<file path="config.mk">
export PLATFORM = sky130hd
export DESIGN_NAME = tmux_lif_array
export DESIGN_NICKNAME = d
export VERILOG_FILES = /design/src/rtl/tmux_lif_array.sv
export SDC_FILE = /design/constraint.sdc
export NUM_CORES = 1
export LEC_CHECK = 0
export CAP_MARGIN = 20
export CORE_ASPECT_RATIO = 0.6
export CORE_MARGIN = 3
export CORE_UTILIZATION = 50
export DETAILED_ROUTE_END_ITERATION = 7
export GPL_ROUTABILITY_DRIVEN = 0
export PLACE_DENSITY = 0.77
export SYNTH_ARGS = -nofsm -noshare
export SYNTH_HDL_FRONTEND = slang
export SYNTH_SLANG_ARGS = --single-unit
</file>
<file path="constraint.sdc">
create_clock -name clk -period 4.4 [get_ports clk]
set_input_delay 0.66 -clock clk [delete_from_list [all_inputs] [get_ports clk]]
set_output_delay 0.66 -clock clk [all_outputs]
set_load 0.1 [all_outputs]
</file>
<file path="src/rtl/tmux_lif_array.sv">
// Time-multiplexed array of leaky integrate-and-fire neurons. One shared update
// datapath visits the neurons round-robin, one per enabled cycle.
module tmux_lif_array #(
  parameter int N_NEURONS  = 4,
  parameter int WIDTH      = 8,
  parameter int THRESH     = 200,
  parameter int LEAK_SHIFT = 1,
  parameter int REFRAC     = 2,
  parameter int WEIGHT     = 100,
  parameter int CHAIN      = 1,
  localparam int IW        = $clog2(N_NEURONS),
  localparam int RCW       = (REFRAC > 0) ? $clog2(REFRAC + 1) : 1
) (
  input  logic                       clk,
  input  logic                       rst,
  input  logic                       en,
  input  logic [N_NEURONS*WIDTH-1:0] cur_in,
  input  logic [IW-1:0]              obs_idx,
  output logic [N_NEURONS-1:0]       spike,
  output logic [WIDTH-1:0]           obs_state,
  output logic [IW-1:0]              scan_idx,
  output logic                       frame_done
);

  localparam logic [IW-1:0]      LAST_IDX = IW'(N_NEURONS - 1);
  localparam logic [WIDTH+1:0]   SAT_MAX  = {2'b00, {WIDTH{1'b1}}};

  logic [WIDTH-1:0]     state_q [N_NEURONS];
  logic [RCW-1:0]       rc_q    [N_NEURONS];
  logic [N_NEURONS-1:0] spike_q;
  logic [IW-1:0]        scan_q;
  logic [WIDTH-1:0]     obs_q;
  logic                 frame_done_q;

  logic [WIDTH-1:0]     cur_arr_s [N_NEURONS];
  logic [WIDTH-1:0]     st_s;
  logic [WIDTH+1:0]     v_s;
  logic [WIDTH-1:0]     v_sat_s;
  logic                 chain_hit_s;
  logic [WIDTH-1:0]     state_d;
  logic                 spike_d;
  logic [RCW-1:0]       rc_d;
  logic [IW-1:0]        scan_d;
  logic [WIDTH-1:0]     obs_d;

  // Shared update datapath for the neuron at scan_q.
  always_comb begin
    for (int i = 0; i < N_NEURONS; i++) begin
      cur_arr_s[i] = cur_in[i*WIDTH +: WIDTH];
    end
    st_s        = state_q[scan_q];
    chain_hit_s = 1'b0;
    if ((CHAIN != 0) && (scan_q != {IW{1'b0}})) begin
      chain_hit_s = spike_q[scan_q - IW'(1)];
    end else begin
      chain_hit_s = 1'b0;
    end
    // Leak never exceeds the state, so the subtraction stays non-negative.
    v_s = {2'b00, st_s} - {2'b00, (st_s >> LEAK_SHIFT)} + {2'b00, cur_arr_s[scan_q]}
        + (chain_hit_s ? (WIDTH+2)'(WEIGHT) : {(WIDTH+2){1'b0}});
    if (v_s > SAT_MAX) begin
      v_sat_s = {WIDTH{1'b1}};
    end else begin
      v_sat_s = v_s[WIDTH-1:0];
    end
    if (rc_q[scan_q] != {RCW{1'b0}}) begin
      state_d = {WIDTH{1'b0}};
      spike_d = 1'b0;
      rc_d    = rc_q[scan_q] - RCW'(1);
    end else if (v_sat_s >= WIDTH'(THRESH)) begin
      state_d = {WIDTH{1'b0}};
      spike_d = 1'b1;
      rc_d    = RCW'(REFRAC);
    end else begin
      state_d = v_sat_s;
      spike_d = 1'b0;
      rc_d    = {RCW{1'b0}};
    end
    if (scan_q == LAST_IDX) begin
      scan_d = {IW{1'b0}};
    end else begin
      scan_d = scan_q + IW'(1);
    end
    if (int'(obs_idx) < N_NEURONS) begin
      obs_d = state_q[obs_idx];
    end else begin
      obs_d = {WIDTH{1'b0}};
    end
  end

  // Register file, scan counter and registered observation outputs.
  always_ff @(posedge clk) begin
    if (rst) begin
      for (int i = 0; i < N_NEURONS; i++) begin
        state_q[i] <= {WIDTH{1'b0}};
        rc_q[i]    <= {RCW{1'b0}};
      end
      spike_q      <= {N_NEURONS{1'b0}};
      scan_q       <= {IW{1'b0}};
      obs_q        <= {WIDTH{1'b0}};
      frame_done_q <= 1'b0;
    end else begin
      obs_q <= obs_d;
      if (en) begin
        state_q[scan_q] <= state_d;
        rc_q[scan_q]    <= rc_d;
        spike_q[scan_q] <= spike_d;
        scan_q          <= scan_d;
        frame_done_q    <= (scan_q == LAST_IDX);
      end else begin
        frame_done_q    <= 1'b0;
      end
    end
  end

  assign spike      = spike_q;
  assign obs_state  = obs_q;
  assign scan_idx   = scan_q;
  assign frame_done = frame_done_q;

endmodule

</file>
# --- After elaboration in Yosys (flattened, before gate mapping) ---
# Memory sizes are Yosys's and may differ from the RTL's. A register that Yosys moved wholly into a read port is not among the register bits.
# Index checks and enable logic that the tools add are counted.
totals:
  register_bits: 7
  ram_bits: 40
  in_bits: 37
  output_inout_bits: 15
  word_cells: 59
  n_memories: 2
mem_list:
  columns: ["memory", "words", "width", "read_ports", "rd_clocked_by_memory_dff", "wr", "line_no", "source"]
  rows:
  - ["state_q", 4, 8, 2, 2, 4, "28", "logic [WIDTH-1:0] state_q [N_NEURONS];"]
  - ["rc_q", 4, 2, 1, 1, 4, "29", "logic [RCW-1:0] rc_q [N_NEURONS];"]
op_classes:
  add_sub_neg: 6
  order_cmp: 6
  eq_ne: 1
  n_mux: 33
  bitwise_logic: 2
  n_reduce_logical: 6
op_table:
  columns: ["op", "count"]
  rows:
  - ["$mux W8", 6]
  - ["$mux W2", 10]
  - ["$bmux W8 S2", 1]
  - ["$mux W1", 12]
  - ["$add A10 B7 Y10", 1]
  - ["$add A9 B9 Y10", 1]
  - ["$gt A10 B8 Y1 const B", 1]
  - ["$sub A8 B7 Y9", 1]
  - ["$ge A8 B8 Y1 const B", 1]
  - ["$reduce_or A8 Y1", 1]
  - ["$mux W7", 1]
  - ["$lt A2 B3 Y1 const B", 2]
  - ["$bwmux W4", 1]
  - ["$reduce_bool A2 Y1", 2]
  - ["$reduce_or A2 Y1", 2]
  - ["$sub A2 B1 Y2 const B", 2]
  - ["$ge A3 B3 Y1 const B", 1]
  - ["$not A2 Y3", 1]
  - ["$add A2 B1 Y2 const B", 1]
  - ["$bmux W1 S2", 1]
  - ["$demux W1 S2", 1]
  - ["$eq A2 B2 Y1 const B", 1]
  - ["$ge A2 B1 Y1 const B", 1]
  - ["$logic_and A1 B1 Y1", 1]
  - ["$not A1 Y1", 1]

# --- Longest topological paths before layout ---
# Gate-level depths: netlist of the first run.
depth:
  depth_word: 12
  ltp_mapped: 20
  ltp_nobuf: 17

# --- Worst setup path before layout of the first run ---
# OpenSTA, ideal clock, no wires.
synth_timing:
  kind: "flip-flop to flip-flop"
  from: "register scan_q[1] (netlist: scan_idx[1])"
  to: "memory state_q[1][3], data pin"
  setup_ns: 0.176
  arrival_ns: 4.885
  required_time_ns: 4.224
  setup_slack_ns: -0.661
  stages_incl_launch_ff: 15
  n_path_buf: 2
  period_less_slack_ns: 5.061
  path_cell_list: "dfxtp_1 > buf_1 > inv_1 > ha_1 > mux4_2 > nor2b_1 > fa_1 > fa_1 > a211oi_4 > nor4b_1 > a2111oi_4 > a211o_4 > nand4_4 > buf_6 > nor4_1"
synth_rtl:
  columns: ["element", "line_no", "source"]
  rows:
  - ["from (decl)", "31", "logic [IW-1:0] scan_q;"]
  - ["from (signal assigned)", "99", "scan_q <= {IW{1'b0}};"]
  - ["from (signal assigned)", "108", "scan_q <= scan_d;"]
  - ["to (decl)", "28", null]

==> out/summary.txt, run 1 <==
CTS Sinks - 57
Final Hold Vio Count - 0
Initial Util - 52.3%
synth top area cells - edfxtp_1 (31%), mux4_2 (16%), dfxtp_1 (8.8%)
Setup WS post-layout - -0.490 ns
Worst EP arrival - 4.92 ns
Post-Place Cells - 496
Final min period - 4.89 ns
post-route ant nets - 0
share of the synthesized area in the top cell type - 31.1%
Final #Nets - 484
TritonCTS buffer count - 9
Total GRT Usage - 25.5%
PortBufs - 51
wire length per cell - 21.2 um
Yosys cell types - 49
P per Cell Area - 899 nW/um2
Post-Syn Area - 3860 um2
DP Area - 4740 um2
max-slew violation count - 0
gr ovfl total - 0
CTS H-tree depth - 3
period utilisation layout - 111%
share of layout cells above drive strength 1 - 31.5%
Worst EP required - 4.43 ns
drt first pass iters - 5
Most used DFF post-synth - edfxtp_1
maximum number of pins on one net before global-route repair - 40
Final Power - 0.00485 W
most common cell in the netlist - edfxtp_1
die area - 8850 um2
drt drc - 0
Worst-path clk slew - 0.05 ns
vias in the first global route - 3108
pre-CTS worst setup slack - -0.623 ns
worst-path maximum fanout - 8
Root Buffer - clkbuf_16
Max-cap violations - 0
# diodes - 0
CTS tree - yes
Rel. slew slack - 33.6%
die height - 74.1 um
Total Wirelength - 11200 um
GRT busiest layer - met2
Syn Inst Count - 323
worst slew pin tran - 0.993 ns
Clock Latency Late Sink - 0.33 ns
critical path cell sequence - mux4_2, buf_4, ha_4, nor2b_4, o31a_1, o21a_1, nor2_1, xor2_1, fa_1, ha_4, a21o_1, a21o_1, a221o_1, or3_4, nand4_4, clkbuf_16, nor4_1
#FFs+latches synth - 57
Via density - 6.03
post-route design area - 5390 um2
IO Count - 52
DP HPWL - 7640 um
Critical Path Max Stage Delay - 0.56 ns
failing checks - setup timing
Syn-to-layout area delta - 39.6%
register-to-register setup slack - -0.49 ns
register area share after synthesis - 39.9%
critical path type - reg -> reg
synth cell count leaders - edfxtp_1 (40), nor4_1 (32), mux4_2 (27), ha_1 (25), inv_1 (24)
std cell rows - 24
worst hold path class - reg -> reg
GR Layer Usage met3 - 6.08%
Longest Clk Path Bufs - 2
unrepaired setup endpoints after global routing - true
ys async rst share - 0%
initial antenna violation count - 0
CP endpoint kind - flop
Clock Skew - 0.00697 ns
Final setup viols - 40
critical path's slowest cell - mux4_2
crit start category - flop
IR drop worst, VDD - 0.465 mV
met2 usage - 39.1%
Leakage - 2.11 nW
Non-Filler Instances - 526
status - finished with violations
first-pass GRT wire length - 16900 um
EDFF count, synth - 40
Ys Warns - 0
via count - 3174
Synth area leader - edfxtp_1
Post-CTS Hold Fix Bufs - 0
FMAX - 205 MHz
Net Count, Synth - 390
die extent in x - 119 um
GR Util met1 - 38.3%
Avg Cell Area, Syn - 12.0 um2
1st-iter DRT viols - 310
core area - 7390 um2
-- layout make-up --
type                    count  area [um2]
multi-input cells         218        2310
fillers                   512        1990
inverters                  24        90.1
repair buffers            107        1020
clock inverters             3        40.0
clock buffers              13         250
flip-flops and latches     57        1550
well taps                 104         130
-- cells in the final DEF, fill, tap and decap left out, drive strengths merged, types with 4 or more instances in the layout --
cell type      Yosys  routed
nor3               8       8
nor2              18      18
and2b              4       4
clkdlybuf4s50      0      51
ha                25      25
clkbuf            12      16
dfxtp             17      17
edfxtp            40      40
nand2             11      11
buf               12      53
xnor2              6       6
nor4              32      32
nor2b             16      16
mux4              27      27
o21a               5       5
o21ai              6       6
inv               24      24
nand3              6       6
a21oi              8       8
a221o              5       5
a21o               4       4
fa                 5       5
nand2b             8       8
-- routing by layer --
layer / wire, um / up-vias
met4: 66 / 0
met2: 5190 / 142
li1: - / 1421
met1: 5100 / 1602
met5: 0 / -
met3: 798 / 9
-- power breakdown --
group	internal (W)	leakage (nW)	switching, W
sequential	0.000644	0.557	0.0000311
combinational	0.00161	1.41	0.00187
clock	0.000452	0.144	0.000234
-- state kept, by name (all words and copies together), names as in the netlist, named ones only --
| name | cells |
|---|---|
| state_q | 32 |
| obs_state | 8 |
| rc_q | 8 |
| spike | 4 |
| scan_idx | 2 |
| frame_done | 1 |
-- kinds of logic (layout without fill, tap and decap cells) --
kind of cell | count (synthesis) | after routing | synth area share, %
buffers and inverters | 48 | 147 | 5.73
adder cells (fa/ha/maj) | 30 | 30 | 10.7
flip-flops | 57 | 57 | 39.9
XOR/XNOR | 7 | 7 | 2.07
multiplexers | 28 | 28 | 16.0
AND/OR/NAND/NOR | 111 | 111 | 16.4
AO/OA/AOI/OAI | 42 | 42 | 9.23
-- worst max-delay path, delay by kind of cell, from the launching register on --
family / cells / cell delay, ns
AND/OR/NAND/NOR: 5 / 0.87
AO/OA/AOI/OAI: 5 / 1.18
adder cells (fa/ha/maj): 3 / 0.97
multiplexers: 1 / 0.56
buffers and inverters: 2 / 0.38
flip-flops: 1 / 0.41
XOR/XNOR: 1 / 0.22
-- metrics by stage --
stage	setup TNS (ns)	util [%]	hold WS [ns]
6_report	-17.00	73.0	0.688
5_1_grt	-24.01	73.0	0.720
4_1_cts	-13.81	70.8	0.685
3_5_place_dp	-22.93	64.2	0.655
3_3_place_gp	-17.46	64.2	0.621
2_1_floorplan	-11.17	-	0.659
-- what timing repair did --
item | in CTS | in global routing
endpoints found under the setup margin | 40 | 40
pin swaps | 7 | 15
gates resized for setup | 23 | 17
gates cloned | 1 | 2
setup buffers | 9 | 4
-- final timing paths --
kind | startpoint | to | depth (start not counted)
worst min register to register | spike[2]$_SDFFE_PP0P_ | spike[2]$_SDFFE_PP0P_ | 2
worst min-delay path | spike[2]$_SDFFE_PP0P_ | spike[2]$_SDFFE_PP0P_ | 2
worst max register to register | flop | state_q[2][5]$_SDFFCE_PN0P_ | 17
worst max-delay path | flop | state_q[2][5]$_SDFFCE_PN0P_ | 17
(Power assumes the default switching activity.)
==> inputs of run 2 (changes only) <==
--- a/config.mk
+++ b/config.mk
@@ -9,9 +9,10 @@
 export CORE_ASPECT_RATIO = 0.6
 export CORE_MARGIN = 3
 export CORE_UTILIZATION = 50
+export CTS_CLUSTER_SIZE = 24
 export DETAILED_ROUTE_END_ITERATION = 7
 export GPL_ROUTABILITY_DRIVEN = 0
-export PLACE_DENSITY = 0.77
+export PLACE_DENSITY = 0.74
 export SYNTH_ARGS = -nofsm -noshare
 export SYNTH_HDL_FRONTEND = slang
 export SYNTH_SLANG_ARGS = --single-unit
==> constraint.sdc (replaced) <==
create_clock -name clk -period 5.56 [get_ports clk]
set_input_delay 0.834 -clock clk [delete_from_list [all_inputs] [get_ports clk]]
set_output_delay 0.834 -clock clk [all_outputs]
set_load 0.1 [all_outputs]
==> run 2 against run 1 <==
Net effect:
- utilization decreased by 8.4 points
- cell count decreased by 9.1%
- via count decreased by 6.0%
- maximum frequency decreased by 9.2%
- worst hold slack got worse by 0.032 ns
- largest cell class unchanged
- final area decreased by 11%
- routed wire length decreased by 11%
- critical endpoint is now state_q[0][6]$_SDFFCE_PN0P_
- the run now ends clean
- critical path depth decreased by 1
- global-route usage decreased by 2.5 points
- die area unchanged
- highest routed layer unchanged
==> out/summary.txt, run 2 (synthesis results as in run 1) <==
Total Wirelength - 9900 um (was 11200 um)
P_sw - 0.00145 W (was 0.00214 W)
# diodes - 0 (unchanged)
Switching Share - 49.3% (was 44.1%)
Longest Clk Path Bufs - 2 (unchanged)
CTS tree - yes (unchanged)
gr ovfl total - 0 (unchanged)
worst hold path class - reg -> reg (unchanged)
Via density - 6.24 (was 6.03)
Total GRT Usage - 23.0% (was 25.5%)
commonest non-fill, non-tap cell in the layout - clkdlybuf4s50_1 (unchanged)
worst hold path depth - 2 (unchanged)
vias in the first global route - 2935 (was 3108)
number of fill cells - 567 (was 512)
status - finished, final reports clean (was finished with violations)
worst slew pin tran - 0.974 ns (was 0.993 ns)
setup TNS - 0 ns (was -17.00 ns)
pre-CTS worst setup slack - 0.0437 ns (was -0.623 ns)
wire length per cell - 20.7 um (was 21.2 um)
commonest non-fill, non-tap cells in the layout - clkdlybuf4s50_1 (51), edfxtp_1 (40), nor4_1 (28), mux4_2 (27), ha_1 (25) (was clkdlybuf4s50_1 (51), buf_4 (48), edfxtp_1 (40), mux4_2 (27))
Syn-to-layout area delta - 23.6% (was 39.6%)
Buffers & Inverters on Critical Path - 0 (was 2)
std cell rows - 24 (unchanged)
Final #Nets - 436 (was 484)
drt drc - 0 (unchanged)
IR drop worst, VDD - 0.300 mV (was 0.465 mV)
1st-iter DRT viols - 409 (was 310)
Sequential Power Share - 18.2% (was 13.9%)
first-pass GRT wire length - 15500 um (was 16900 um)
crit start category - flop (unchanged)
Rel. slew slack - 34.8% (was 33.6%)
Top delay family on crit path - adder cells (was compound AO/OA/AOI/OAI gates)
Final Power - 0.00294 W (was 0.00485 W)
CTS Sinks - 57 (unchanged)
Worst-path clk slew - 0.05 ns (about the same)
Setup WS post-layout - 0.175 ns (was -0.490 ns)
P per Cell Area - 615 nW/um2 (was 899 nW/um2)
unrepaired setup endpoints after global routing - true (unchanged)
period utilisation layout - 96.9% (was 111%)
DP HPWL - 7110 um (was 7640 um)
IO Count - 52 (unchanged)
Critical Path Max Stage Delay - 0.58 ns (was 0.56 ns)
Int Pwr - 0.00149 W (was 0.00271 W)
Final min period - 5.39 ns (was 4.89 ns)
maximum number of pins on one net before global-route repair - 40 (unchanged)
Post-CTS Setup Inserts - 0 (was 9)
largest register by flop count - state_q (unchanged)
drt first pass iters - 5 (unchanged)
Leakage - 1.78 nW (was 2.11 nW)
reg2reg path depth - 16 (was 17)
CP endpoint kind - flop (unchanged)
CTS H-tree depth - 3 (unchanged)
critical path cell sequence - mux4_2, ha_1, fa_1, nor2b_1, o31a_1, o21a_1, nor2_1, xor2_1, fa_1, ha_1, a21o_1, a21o_1, a221o_1, o21ai_2, nand4_4, nor4_1 (was mux4_2, buf_4, ha_4, nor2b_4, o31a_1, o21a_1, nor2_1, xor2_1, fa_1, ha_4, a21o_1, a21o_1, a221o_1, or3_4, nand4_4, clkbuf_16, nor4_1)
core area - 7390 um2 (unchanged)
critical path type - reg -> reg (unchanged)
Comb power frac - 64.6% (was 71.9%)
Final setup viols - 0 (was 40)
via count - 2983 (was 3174)
Final Hold Vio Count - 0 (unchanged)
initial antenna violation count - 0 (unchanged)
worst-path maximum fanout - 16 (was 8)
Root Buffer - clkbuf_16 (unchanged)
max-slew violation count - 0 (unchanged)
Max-cap violations - 0 (unchanged)
die extent in x - 119 um (unchanged)
die height - 74.1 um (unchanged)
clock power share - 17.2% (was 14.2%)
Clock Latency Late Sink - 0.33 ns (about the same)
post-route ant nets - 0 (unchanged)
Worst EP required - 5.68 ns (was 4.43 ns)
TritonCTS buffer count - 9 (unchanged)
max FFs per register - 32 (unchanged)
FMAX - 186 MHz (was 205 MHz)
share of layout cells above drive strength 1 - 17.9% (was 31.5%)
Initial Util - 52.3% (unchanged)
PortBufs - 51 (unchanged)
die area - 8850 um2 (unchanged)
Clock Skew - 0.00896 ns (was 0.00697 ns)
critical path's slowest cell - mux4_2 (unchanged)
Worst EP arrival - 5.50 ns (was 4.92 ns)
Worst path depth - 16 (was 17)
[run 2: changes by cell type in the layout (fill, tap and decap cells not counted), moves of 5 or more]
cell and delta:
buf_4 -42, ha_1 +5, ha_4 -5, nor4_1 +5, nor4_4 -5
[run 2: stage by stage]
| stage | instances | hold slack, ns | cell area, um2 | utilization [%] |
|---|---|---|---|---|
| after floorplan | 323 | 0.659 | 3860 | - |
| after global placement | 460 | 0.641 | 4420 | 59.8 |
| after detailed placement | 460 | 0.631 | 4420 | 59.8 |
| after CTS | 476 | 0.667 | 4690 | 63.6 |
| after global routing | 478 | 0.717 | 4770 | 64.6 |
| final | 478 | 0.656 | 4770 | 64.6 |
[run 2: timing repair]
item | in CTS | in global routing
setup endpoints to repair | 0 | 40
hold buffers | 0 | 0
resized for setup | 0 | 10
[run 2: final cells by class]
cell class	instances	area [um2]	share of cell area (%)
Tap cell	104	130	2.73
Sequential cell	57	1540	32.3
Timing Repair Buffer	57	556	11.6
Clock buffer	13	260	5.45
Inverter	24	90.1	1.89
Multi-Input combinational cell	220	2180	45.6
Clock inverter	3	16.3	0.341
[run 2: final timing paths]
path	from	to	slack [ns]
max	flop	state_q[0][6]$_SDFFCE_PN0P_	0.17
min	spike[2]$_SDFFE_PP0P_	spike[2]$_SDFFE_PP0P_	0.66
max reg2reg	flop	state_q[0][6]$_SDFFCE_PN0P_	0.17
min reg2reg	spike[2]$_SDFFE_PP0P_	spike[2]$_SDFFE_PP0P_	0.66
[run 2: per-layer routing]
metal	track usage, %	routed length, um	vias up
met1	32.9	4460	1476
met2	34.3	4330	158
met4	3.93	110	0
li1	-	-	1337
met3	8.97	994	12
met5	0	0	-
[run 2: power groups by stage]
stage	registers (W)	clock network, W	logic [W]
after floorplan	0.000624	0	0.00130
after global placement	0.000540	0	0.00162
after detailed placement	0.000541	0	0.00165
after CTS	0.000534	0.000503	0.00166
after global routing	0.000539	0.000527	0.00203
final	0.000534	0.000505	0.00190
[run 2: worst reg2reg max path, cell delays in order (launching register included)]
cell and delay [ns]:
dfxtp_2 0.42, mux4_2 0.58, ha_1 0.27, fa_1 0.41
nor2b_1 0.19, o31a_1 0.18, o21a_1 0.22, nor2_1 0.07
xor2_1 0.21, fa_1 0.46, ha_1 0.42, a21o_1 0.24
a21o_1 0.19, a221o_1 0.37, o21ai_2 0.21, nand4_4 0.36
nor4_1 0.37
==> inputs of run 3 (changes only) <==
--- a/config.mk
+++ b/config.mk
@@ -12,6 +12,7 @@
 export CTS_CLUSTER_SIZE = 24
 export DETAILED_ROUTE_END_ITERATION = 7
 export GPL_ROUTABILITY_DRIVEN = 0
+export GPL_TIMING_DRIVEN = 0
 export PLACE_DENSITY = 0.74
 export SYNTH_ARGS = -nofsm -noshare
 export SYNTH_HDL_FRONTEND = slang
==> run 3 against run 2 <==
Net effect:
- non-clock buffer count grew 16
- clock-buffer cell count is 3 lower
- sequential power barely moved
- critical endpoint is now state_q[0][1]$_SDFFCE_PN0P_
- largest power group unchanged
==> out/summary.txt, run 3 (synthesis results as in run 1) <==
status - finished, final reports clean (unchanged)
FMAX - 188 MHz (was 186 MHz)
std cell rows - 24 (unchanged)
Int Pwr - 0.00161 W (was 0.00149 W)
Leakage - 1.83 nW (was 1.78 nW)
# diodes - 0 (unchanged)
Final min period - 5.31 ns (was 5.39 ns)
Final #Nets - 450 (was 436)
drt first pass iters - 4 (was 5)
initial antenna violation count - 0 (unchanged)
Initial Util - 52.3% (unchanged)
maximum number of pins on one net before global-route repair - 11 (was 40)
r2r endpoint - state_q[0][1]$_SDFFCE_PN0P_ (was state_q[0][6]$_SDFFCE_PN0P_)
number of fill cells - 581 (was 567)
die area - 8850 um2 (unchanged)
Post-Place Cells - 475 (was 460)
drt drc - 0 (unchanged)
core area - 7390 um2 (unchanged)
1st-iter DRT viols - 235 (was 409)
largest register by flop count - state_q (unchanged)
period utilisation layout - 95.6% (was 96.9%)
Reg area - 1540 um2 (about the same)
max FFs per register - 32 (unchanged)
Final setup viols - 0 (unchanged)
vias in the first global route - 2984 (was 2935)
Clock Skew - 0.00755 ns (was 0.00896 ns)
Root Buffer - clkbuf_16 (unchanged)
setup TNS - 0 ns (unchanged)
Syn-to-layout area delta - 25.2% (was 23.6%)
post-route ant nets - 0 (unchanged)
die extent in x - 119 um (unchanged)
Max-cap violations - 0 (unchanged)
IR drop worst, VDD - 0.378 mV (was 0.300 mV)
max-slew violation count - 0 (unchanged)
CTS Sinks - 57 (unchanged)
Worst-path clk slew - 0.05 ns (about the same)
unrepaired setup endpoints after global routing - false (was true)
P_sw - 0.00140 W (was 0.00145 W)
P per Cell Area - 623 nW/um2 (was 615 nW/um2)
CP endpoint kind - flop (unchanged)
Comb power frac - 64.5% (was 64.6%)
die height - 74.1 um (unchanged)
clock power share - 17.8% (was 17.2%)
Switching Share - 46.6% (was 49.3%)
Non-Filler Instances - 492 (was 478)
Total GRT Usage - 23.6% (was 23.0%)
Clock Latency Late Sink - 0.33 ns (about the same)
critical path type - reg -> reg (unchanged)
Via density - 5.99 (was 6.24)
CTS tree - yes (unchanged)
Rel. slew slack - 34.6% (was 34.8%)
fin util - 65.5% (was 64.6%)
wire length per cell - 19.7 um (was 20.7 um)
TritonCTS buffer count - 9 (unchanged)
register-to-register setup slack - 0.25 ns (was 0.17 ns)
share of layout cells above drive strength 1 - 19.1% (was 17.9%)
crit start category - flop (unchanged)
Final Hold Vio Count - 0 (unchanged)
IO Count - 52 (unchanged)
Worst Min Path Start - spike[3]$_SDFFE_PP0P_ (was spike[2]$_SDFFE_PP0P_)
worst hold path depth - 2 (unchanged)
commonest non-fill, non-tap cell in the layout - clkdlybuf4s50_1 (unchanged)
DP HPWL - 7170 um (was 7110 um)
Worst EP required - 5.60 ns (was 5.68 ns)
PortBufs - 48 (was 51)
reg2reg path depth - 18 (was 16)
Total Wirelength - 9700 um (was 9900 um)
Longest Clk Path Bufs - 2 (unchanged)
worst hold path class - reg -> reg (unchanged)
Sequential Power Share - 17.7% (was 18.2%)
first-pass GRT wire length - 15500 um (about the same)
CTS H-tree depth - 3 (unchanged)
worst slew pin tran - 0.978 ns (was 0.974 ns)
Post-CTS Hold Fix Bufs - 0 (unchanged)
hold endpoint - spike[3]$_SDFFE_PP0P_ (was spike[2]$_SDFFE_PP0P_)
Fin Hold WS - 0.643 ns (was 0.656 ns)
area of the multi-input gates - 2150 um2 (was 2180 um2)
commonest non-fill, non-tap cells in the layout - clkdlybuf4s50_1 (48), edfxtp_1 (40), nor4_1 (30), mux4_2 (27), ha_1 (25) (was clkdlybuf4s50_1 (51), edfxtp_1 (40), nor4_1 (28), mux4_2 (27), ha_1 (25))
via count - 2947 (was 2983)
worst-path maximum fanout - 10 (was 16)
gr ovfl total - 0 (unchanged)
Worst EP arrival - 5.35 ns (was 5.50 ns)
Final Power - 0.00302 W (was 0.00294 W)
## run 3: cell types whose count changed in the layout (fill, tap and decap cells not counted), moves of 2 or more
cell,delta
buf_4,-4
nand4_4,-2
dfxtp_2,-2
buf_6,+5
dfxtp_1,+2
clkbuf_1,+9
nor4_2,-2
clkdlybuf4s50_1,-3
nor4_1,+2
buf_2,+6
clkinv_2,+3
## run 3: cell type report
cell class | count | share of cell area (%)
buffer | 23 | 2.72
clock buffer | 10 | 4.94
clock inverter | 6 | 1.19
inverter | 24 | 1.86
multi-input combinational | 218 | 44.5
sequential | 57 | 31.9
tap | 104 | 2.69
timing repair buffer | 50 | 10.2
## run 3: metal layers
layer / vias up / global-route usage [%] / wire (um)
li1: 1362 / - / -
met2: 145 / 35.6 / 4190
met4: 0 / 6.09 / 118
met3: 14 / 8.13 / 931
met5: - / 0 / 0
met1: 1426 / 33.2 / 4460
## run 3: power groups by stage
stage	clock network [W]	registers (W)	logic, W
detailed placement	0	0.000538	0.00179
floorplan	0	0.000624	0.00130
global placement	0	0.000536	0.00176
finish	0.000536	0.000534	0.00195
global route	0.000565	0.000539	0.00210
CTS	0.000543	0.000533	0.00181
## run 3: worst max path at each step
stage / to / depth (start not counted)
2_1_floorplan: state_q[1][3]$_SDFFCE_PN0P_ / 14
3_3_place_gp: state_q[0][2]$_SDFFCE_PN0P_ / 18
3_5_place_dp: state_q[0][2]$_SDFFCE_PN0P_ / 20
4_1_cts: state_q[0][2]$_SDFFCE_PN0P_ / 20
5_1_grt: state_q[0][1]$_SDFFCE_PN0P_ / 19
6_report: state_q[0][1]$_SDFFCE_PN0P_ / 18
## run 3: worst max-delay path: stages (launching register included)
cell and delay (ns):
dfxtp_1 0.66, mux4_2 0.45, ha_1 0.25, fa_1 0.41
nor2b_1 0.17, o31a_1 0.17, o21a_1 0.16, nor2_1 0.07
xor2_2 0.19, fa_1 0.45, ha_1 0.29, buf_2 0.17
a21o_1 0.21, a21o_1 0.19, a221o_1 0.37, or3_1 0.39
nand4_4 0.17, buf_6 0.17, nor4_1 0.07
## run 3: repair_timing
item | 4_1_cts | 5_1_grt
resized for setup | 0 | 11
pin swaps | 0 | 2
endpoints found under the setup margin | 29 | 40
setup buffers | 0 | 2
## run 3: per-stage QoR
step                instance area (um2)  setup WS, ns
floorplan                          3860         0.499
global placement                   4470       -0.0421
detailed placement                 4470       -0.0890
CTS                                4770        0.0296
global route                       4840       0.00857
finish                             4840         0.246
